==> src/rtl/dual_port_ram_arbiter_pkg.sv <==
// Shared defaults and index helpers for the dual-port RAM arbiter.
// Used by the round-robin arbiters and by the top level.
package dual_port_ram_arbiter_pkg;

  localparam int DEFAULT_REQUESTERS = 4;
  localparam int DEFAULT_WIDTH      = 8;
  localparam int DEFAULT_DEPTH      = 16;

  // Next round-robin start position: one past the winner, wrapping at count.
  function automatic int next_index(input int current, input int count);
    int result;
    if (current + 1 >= count) begin
      result = 0;
    end else begin
      result = current + 1;
    end
    return result;
  endfunction

  // Requester index reached by stepping offset places from start, modulo count.
  function automatic int wrap_index(input int start, input int offset, input int count);
    int result;
    result = start + offset;
    if (result >= count) begin
      result = result - count;
    end else begin
      result = result;
    end
    return result;
  endfunction

endpackage

==> src/rtl/dual_port_ram_arbiter_round_robin_arbiter.sv <==
// Round-robin arbiter: the search starts at an internal pointer, and the pointer moves
// to one past each winner. Grants are combinational and held at zero during reset.
module round_robin_arbiter
  import dual_port_ram_arbiter_pkg::*;
#(
  parameter int REQUESTERS  = DEFAULT_REQUESTERS,
  parameter int INDEX_WIDTH = $clog2(REQUESTERS)
) (
  input  logic                   clock,
  input  logic                   resetn,
  input  logic [REQUESTERS-1:0]  request,
  output logic [REQUESTERS-1:0]  grant,
  output logic [INDEX_WIDTH-1:0] grant_index,
  output logic                   grant_valid
);

  logic [INDEX_WIDTH-1:0] pointer_r;
  logic [INDEX_WIDTH-1:0] candidate_s;

  // The search runs from the farthest offset back to the nearest, so the nearest requester wins.
  always_comb begin
    grant       = '0;
    grant_index = '0;
    grant_valid = 1'b0;
    candidate_s = '0;
    if (resetn) begin
      for (int offset = REQUESTERS - 1; offset >= 0; offset--) begin
        candidate_s = INDEX_WIDTH'(wrap_index(int'(pointer_r), offset, REQUESTERS));
        if (request[candidate_s]) begin
          grant_index = candidate_s;
          grant_valid = 1'b1;
        end else begin
          grant_index = grant_index;
          grant_valid = grant_valid;
        end
      end
      if (grant_valid) begin
        grant[grant_index] = 1'b1;
      end else begin
        grant = '0;
      end
    end else begin
      grant       = '0;
      grant_index = '0;
      grant_valid = 1'b0;
    end
  end

  // The pointer advances past the winner and holds when there is no request.
  always_ff @(posedge clock) begin
    if (!resetn) begin
      pointer_r <= '0;
    end else if (grant_valid) begin
      pointer_r <= INDEX_WIDTH'(next_index(int'(grant_index), REQUESTERS));
    end else begin
      pointer_r <= pointer_r;
    end
  end

endmodule

==> src/rtl/dual_port_ram_arbiter.sv <==
// Shares one synchronous dual-port RAM among several clients. Write and read ports
// each use an independent round-robin arbiter, and read data returns to its owner one cycle later.
module dual_port_ram_arbiter
  import dual_port_ram_arbiter_pkg::*;
#(
  parameter int REQUESTERS    = DEFAULT_REQUESTERS,
  parameter int WIDTH         = DEFAULT_WIDTH,
  parameter int DEPTH         = DEFAULT_DEPTH,
  parameter int ADDRESS_WIDTH = $clog2(DEPTH),
  parameter int INDEX_WIDTH   = $clog2(REQUESTERS)
) (
  input  logic                              clock,
  input  logic                              resetn,
  input  logic [REQUESTERS-1:0]             write_request_valid,
  input  logic [REQUESTERS*ADDRESS_WIDTH-1:0] write_request_address,
  input  logic [REQUESTERS*WIDTH-1:0]       write_request_data,
  output logic [REQUESTERS-1:0]             write_request_ready,
  input  logic [REQUESTERS-1:0]             read_request_valid,
  input  logic [REQUESTERS*ADDRESS_WIDTH-1:0] read_request_address,
  output logic [REQUESTERS-1:0]             read_request_ready,
  output logic [REQUESTERS-1:0]             read_response_valid,
  output logic [WIDTH-1:0]                  read_response_data,
  output logic                              ram_write_enable,
  output logic [ADDRESS_WIDTH-1:0]          ram_write_address,
  output logic [WIDTH-1:0]                  ram_write_data,
  output logic                              ram_read_enable,
  output logic [ADDRESS_WIDTH-1:0]          ram_read_address,
  input  logic [WIDTH-1:0]                  ram_read_data
);

  logic [INDEX_WIDTH-1:0] write_index_s;
  logic                   write_grant_valid_s;
  logic [INDEX_WIDTH-1:0] read_index_s;
  logic                   read_grant_valid_s;
  logic [INDEX_WIDTH-1:0] response_index_r;
  logic                   response_valid_r;

  round_robin_arbiter #(
    .REQUESTERS  (REQUESTERS),
    .INDEX_WIDTH (INDEX_WIDTH)
  ) write_arbiter (
    .clock       (clock),
    .resetn      (resetn),
    .request     (write_request_valid),
    .grant       (write_request_ready),
    .grant_index (write_index_s),
    .grant_valid (write_grant_valid_s)
  );

  round_robin_arbiter #(
    .REQUESTERS  (REQUESTERS),
    .INDEX_WIDTH (INDEX_WIDTH)
  ) read_arbiter (
    .clock       (clock),
    .resetn      (resetn),
    .request     (read_request_valid),
    .grant       (read_request_ready),
    .grant_index (read_index_s),
    .grant_valid (read_grant_valid_s)
  );

  // Route the write winner's address and data to the RAM write port.
  always_comb begin
    ram_write_enable  = write_grant_valid_s;
    ram_write_address = '0;
    ram_write_data    = '0;
    if (write_grant_valid_s) begin
      ram_write_address = write_request_address[int'(write_index_s)*ADDRESS_WIDTH +: ADDRESS_WIDTH];
      ram_write_data    = write_request_data[int'(write_index_s)*WIDTH +: WIDTH];
    end else begin
      ram_write_address = '0;
      ram_write_data    = '0;
    end
  end

  // Route the read winner's address to the RAM read port.
  always_comb begin
    ram_read_enable  = read_grant_valid_s;
    ram_read_address = '0;
    if (read_grant_valid_s) begin
      ram_read_address = read_request_address[int'(read_index_s)*ADDRESS_WIDTH +: ADDRESS_WIDTH];
    end else begin
      ram_read_address = '0;
    end
  end

  // Record the read owner. Its data comes back from the RAM on the next cycle.
  always_ff @(posedge clock) begin
    if (!resetn) begin
      response_valid_r <= 1'b0;
      response_index_r <= '0;
    end else if (read_grant_valid_s) begin
      response_valid_r <= 1'b1;
      response_index_r <= read_index_s;
    end else begin
      response_valid_r <= 1'b0;
      response_index_r <= response_index_r;
    end
  end

  // Decode the pending owner into the one-hot response strobe.
  always_comb begin
    read_response_valid = '0;
    read_response_data  = ram_read_data;
    if (response_valid_r) begin
      read_response_valid[response_index_r] = 1'b1;
    end else begin
      read_response_valid = '0;
    end
  end

endmodule

==> config.mk <==
export PLATFORM = sky130hd
export DESIGN_NAME = dual_port_ram_arbiter
export DESIGN_NICKNAME = d
export VERILOG_FILES = /design/src/rtl/dual_port_ram_arbiter_pkg.sv /design/src/rtl/dual_port_ram_arbiter_round_robin_arbiter.sv /design/src/rtl/dual_port_ram_arbiter.sv
export SDC_FILE = /design/constraint.sdc
export NUM_CORES = 1
export LEC_CHECK = 0
export CAP_MARGIN = 40
export CORE_AREA = 2 2 65 67
export DETAILED_ROUTE_END_ITERATION = 8
export DIE_AREA = 0 0 67 69
export GPL_TIMING_DRIVEN = 0
export PLACE_DENSITY = 0.95
export RECOVER_POWER = 100
export SYNTH_ARGS = -nofsm -noshare
export SYNTH_HDL_FRONTEND = slang
export SYNTH_SLANG_ARGS = --single-unit
==> constraint.sdc <==
create_clock -name clock -period 2.5 [get_ports clock]
set_input_delay 0.375 -clock clock [delete_from_list [all_inputs] [get_ports clock]]
set_output_delay 0.375 -clock clock [all_outputs]
set_load 0.02 [all_outputs]
==> flow_metrics.tcl, run 1 <==
set metrics [dict create \
    io_pins 120 \
    rrSetupSlack_ns 0.96 \
    clock_latency_ns 0.22 \
    drt_iter0_markers 21 \
    routed_wl_um 4000 \
    final_util 0.606 \
    ctsHtreeMaxLevel 1 \
    cts_sinks 7 \
    via_per_inst 4.83 \
    hold_violations 0 \
    fp.dieW_um 67 \
    synthTopCellsByCount "mux2i_1 (28), o22ai_1 (13), buf_4 (9)" \
    syn_area_mm2 0.00115 \
    place_inst 290 \
    synth_top_area_frac 0.243 \
    fillers 365 \
    min_to "response_index_r[1]" \
    drive_gt1_frac 0.242 \
    path_class "in2out" \
    synth.avg_cell_area_um2 8.94 \
    portBuffers 111 \
    syn2layout_area_growth_pct 106 \
    synth_async_sr_flop_share 0 \
    grt_pass1_wl_um 6490 \
    p_leak_nw 1.14 \
    synth.most_common_cell "mux2i_1" \
    grt_max_degree 11 \
    route.detailed.drc 0 \
    clk_pin_slew_worst_paths_ns 0.04 \
    slowest_delay_ns 0.55 \
    cts_made_buffers 3 \
    grt_pass1_vias 1508 \
    rsz0062_at_grt "yes" \
    overflow 0 \
    dieArea_mm2 0.00462 \
    fin_crit_ns 2.43 \
    fin_nets 331 \
    cp.arrival_ns 2.06 \
    min_from "response_index_r[1]" \
    startpoint_type "input port" \
    outcome "finished, final reports clean" \
    ys_warn_count 0 \
    fin_crit_sh 0.973 \
    routabilityCongestion 0.868 \
    hold_depth 2 \
    grt_usage 0.176 \
    path_cells "clkdlybuf4s50_1 -> nor2b_4 -> a21boi_1 -> o32a_4 -> a21boi_4 -> o2bb2ai_1 -> buf_2" \
    synth-edff-count 0 \
    clock_path_buffers 2 \
    end_kind "primary output" \
    n_antenna_cell 0 \
    worst-endpoint-required_ns 2.12 \
    start_util 0.295 \
    root_buffer "clkbuf_8" \
    drtPass1Iterations 4 \
    yosysSeqAreaShare 0.121 \
    rows 23 \
    timing.rr.start "read_arbiter.pointer_r[1]" \
    finalNonFillerCells 298 \
    p_per_area_mw_per_mm2 441 \
    ys_seq_elements 7 \
    postPlaceCellArea_mm2 0.00233 \
    r2r_end "read_arbiter.pointer_r[1]" \
    synth_cell_types 40 \
    drt.antenna.violating_nets 0 \
    core_mm2 0.00391 \
    vias 1439 \
    antenna_found_initial 0 \
    design_area_mm2 0.00237 \
    yosysTopAreaCell "mux2i_1" \
    cts_tree "built" \
    maxCapViolCount 0 \
    yosys-top-cells-area "mux2i_1 (24%), dfxtp_1 (12%), o22ai_1 (7.0%)" \
    syn_inst 129 \
    fmax_mhz 411 \
    synth_ff_type "dfxtp_1" \
    cp_max_fo 5 \
    worst-r2r-cell-count 5 \
    die_h_um 69 \
    peakVddDrop_mv 0.178 \
    dp_hpwl_um 3360 \
    clock_skew_ns 0.000375 \
    cp_slowest_cell "clkdlybuf4s50_1" \
    postCtsHoldBufs 0 \
    whs_ns 0.491 \
    routedWlPerCell_um 13.4 \
    syn_nets 211 \
    slew_viol_final 0 \
    hold_path_class "reg2reg" \
    finalSetupViolations 0 \
    worstMarginPinSlew_ns 0.679 \
    relSlewSlack 0.541 \
]
worst max path at each step:
stage	from	endpoint	slack, ns	cells after the start
after floorplan	write_request_valid[2]	write_request_ready[1]	0.57	5
after global placement	read_request_valid[0]	ram_read_address[0]	-0.49	7
after detailed placement	read_request_valid[0]	ram_read_address[0]	-0.51	7
after CTS	read_request_valid[3]	ram_read_address[2]	-0.02	7
after global routing	write_request_valid[0]	write_request_ready[0]	-0.006	8
final	read_request_valid[1]	ram_read_address[0]	0.07	7
repair_timing:
item / 4_1_cts / 5_1_grt
resized for setup: 83 / 27
setup buffers: 1 / 3
setup endpoints to repair: 25 / 18
pin swaps: 1 / 3
cell type report:
| class | instances | area (um^2) | share of cell area |
|---|---|---|---|
| inverters | 4 | 15.0 | 0.00633 |
| clock buffers | 4 | 45.0 | 0.0190 |
| repair buffers | 115 | 1060 | 0.447 |
| plain buffers | 15 | 124 | 0.0522 |
| well taps | 50 | 62.6 | 0.0264 |
| flip-flops and latches | 7 | 140 | 0.0591 |
| multi-input cells | 103 | 926 | 0.390 |
power breakdown:
group          switching, mW  internal, mW  total [mW]
Sequential            0.0238         0.130       0.154
Clock                 0.0480         0.110       0.158
Combinational          0.342         0.392       0.733
routing by layer:
metal	GRT usage	share of wire	up-vias
li1	-	-	716
met1	0.217	0.40	644
met2	0.296	0.52	73
met3	0.0277	0.065	6
met4	0.0726	0.012	0
met5	0	0	-
cells in the final DEF (no fill, tap or decap), drive strengths merged, types with 6 or more instances in the layout:
| master | netlist | routed |
|---|---|---|
| o22ai | 13 | 13 |
| dlygate4sd3 | 0 | 12 |
| nor2 | 6 | 6 |
| dlygate4sd2 | 0 | 6 |
| buf | 15 | 32 |
| clkbuf | 0 | 10 |
| nand2 | 8 | 8 |
| dfxtp | 7 | 7 |
| mux2i | 28 | 28 |
| clkdlybuf4s50 | 0 | 70 |
critical path, delay by kind of cell:
| kind | cells | cell delay [ns] |
|---|---|---|
| buffers and inverters | 2 | 0.74 |
| AOI/OAI and AO/OA | 4 | 0.89 |
| and+or+nand+nor | 1 | 0.07 |
through the flow:
stage,power [mW],setup TNS [ns],worst slack (ns)
after floorplan,0.572,0,0.570
after global placement,0.885,-8.79,-0.486
after detailed placement,0.896,-9.19,-0.505
after CTS,1.02,-0.0194,-0.0194
after global routing,1.11,-0.0125,-0.00620
final,1.05,0,0.0680
cells by family (layout without fill, tap and decap cells):
group | count (synthesis) | after routing | synth area share
AOI/OAI and AO/OA | 33 | 33 | 0.246
xor gates and xnor gates | 1 | 1 | 0.00759
buffers and inverters | 19 | 138 | 0.103
DFF | 7 | 7 | 0.121
muxes | 32 | 32 | 0.295
and+or+nand+nor | 37 | 37 | 0.227
sequential cells by signal, summed over array words and instances, names as in the netlist:
signal and count:
read_arbiter.pointer_r 2, response_index_r 2, write_arbiter.pointer_r 2, response_valid_r 1
Power figures use the tool's default switching activity.
==> inputs of run 2 (changes only) <==
--- a/config.mk
+++ b/config.mk
@@ -12,6 +12,7 @@
 export GPL_TIMING_DRIVEN = 0
 export PLACE_DENSITY = 0.95
 export RECOVER_POWER = 100
+export SLEW_MARGIN = 10
 export SYNTH_ARGS = -nofsm -noshare
 export SYNTH_HDL_FRONTEND = slang
 export SYNTH_SLANG_ARGS = --single-unit
==> results of run 2 <==
Same layout as run 1: the final DEF is identical, and so are final timing and power.
==> patch: new RTL, config.mk and constraints of run 1 <==
Set the package constant `DEFAULT_WIDTH` to 9 (it was 8).
--- a/src/rtl/dual_port_ram_arbiter_pkg.sv
+++ b/src/rtl/dual_port_ram_arbiter_pkg.sv
@@ -3,7 +3,7 @@
 package dual_port_ram_arbiter_pkg;
 
   localparam int DEFAULT_REQUESTERS = 4;
-  localparam int DEFAULT_WIDTH      = 8;
+  localparam int DEFAULT_WIDTH      = 9;
   localparam int DEFAULT_DEPTH      = 16;
 
   // Next round-robin start position: one past the winner, wrapping at count.
Ports: changed (resized ram_read_data, ram_write_data, read_response_data and write_request_data); port bits go from 120 to 127. No check against the original RTL was run, so the function may have changed too.
==> patch against run 1 <==
- via count rose by 17%
- first-iteration DRC count increased to 2.7 times the old value
- critical endpoint is now ram_write_enable
- sequential power increased by 10%
- worst setup slack lost 13 ps
- area after synthesis grew 5.0%
- largest cell class unchanged
- fmax down 0.54%
- register-to-register slack got worse by 80 ps
- power grew 7.9%
- clock power shrank 4%
- design area up 12%
- sequential cell count did not move
- wire length increased by 28%
==> patch: results <==
group,metric,value,unit
route,wire_per_inst,15.4,um
final_layout,drive_gt1_share,29.4,%
setup_path,r2r_start,"read_arbiter.pointer_r[0]",
yosys,muxShareOfSynthArea,21.5,%
route,dr_wl_met3,224,um
route,dr_wl_met2,2990,um
pwr,p_comb_share,71.5,%
yosys,synth-xor-area-share,1.45,%
route,vias,1683,
timing,worst_clock_skew,1.82,ps
setup_path,setup.worst_path.end,"ram_write_enable",
pwr,p_sw_share,41.9,%
cts,clk_latency,220,ps
yosys,ys_warn_count,0,
yosys,synth.area.top_cells,"mux2i_1 21%, dfxtp_1 12%, o22ai_1 6.7%",
placed_design,hpwl,3880,um
cts,cts-resized-gates,107,
cts,root_buffer,"clkbuf_8",
global_route,grt_util_met1,24.0,%
placed_design,dp_cells,313,
placed_design,gp_congestion,0.853,
yosys,yosysUniqueCellTypes,45,
route,drt-pass1-iter-count,4,
final_layout,final_cells,332,
setup_path,r2r_slack,880,ps
yosys,synth_nets,233,
global_route,antenna_found_initial,0,
pwr,ir_drop,0.170,mV
pwr,pg_seq,0.170,mW
placed_design,portBuffers,117,
yosys,netlist_instances,146,
global_route,grt_pass1_wl,8210,um
yosys,synth_common_cells,"26 x mux2i_1, 13 x o22ai_1, 10 x buf_4, 10 x nor2_1, 8 x a211oi_1",
route,m1WireLength,1830,um
setup_path,cp-startpoint,"write_request_valid[3]",
pwr,leakagePower,1.22,nW
setup_path,reg2reg_depth,6,
final_layout,layout.nets,370,
timing,relSlewSlack,74.6,%
global_route,use_met3,2.45,%
route,drt_iter0_markers,56,
placed_design,place_area,2440,um2
cts,post-cts-setup-buffers,10,
yosys,synth_compound_area_share,29.9,%
global_route,grt_max_degree,11,
outcome,outcome,"complete, no violations",
setup_path,crit_fanout,6,
global_route,grt_pass1_vias,1756,
placed_design,place_worst_setup_slack,-812,ps
global_route,grt_use_total,22.5,%
yosys,synth_seq_area_share,11.6,%
yosys,synthFlopType,"dfxtp_1",
min_path,worstHoldPathCells,2,
global_route,grt_util_met2,43.9,%
timing,fin_ws,54.8,ps
final_layout,fillers,322,
timing,holdWs,507,ps
pwr,powerDensity,424,nW/um2
==> patch: cell count changes after synthesis, moves of 3 or more <==
cell,before,now
nor2_1,6,10
o21a_1,0,4
buf_2,5,2
nor2b_4,3,0
o31ai_1,0,4
a211oi_1,0,8
mux2_4,4,0
nor2b_1,1,7
o2bb2ai_1,4,0
==> patch: final cells by class <==
| type | instances | area, um2 | share of cell area [%] |
|---|---|---|---|
| Clock buffer | 4 | 45.0 | 1.69 |
| Tap cell | 50 | 62.6 | 2.35 |
| Multi-Input combinational cell | 120 | 1090 | 40.9 |
| Inverter | 4 | 15.0 | 0.565 |
| Timing Repair Buffer | 132 | 1180 | 44.4 |
| Buffer | 15 | 125 | 4.71 |
| Sequential cell | 7 | 143 | 5.37 |
==> patch: worst max-delay path, stage by stage <==
cell	delay [ps]
clkdlybuf4s15_2	260
or4_4	570
and2_4	200
dlygate4sd3_1	670
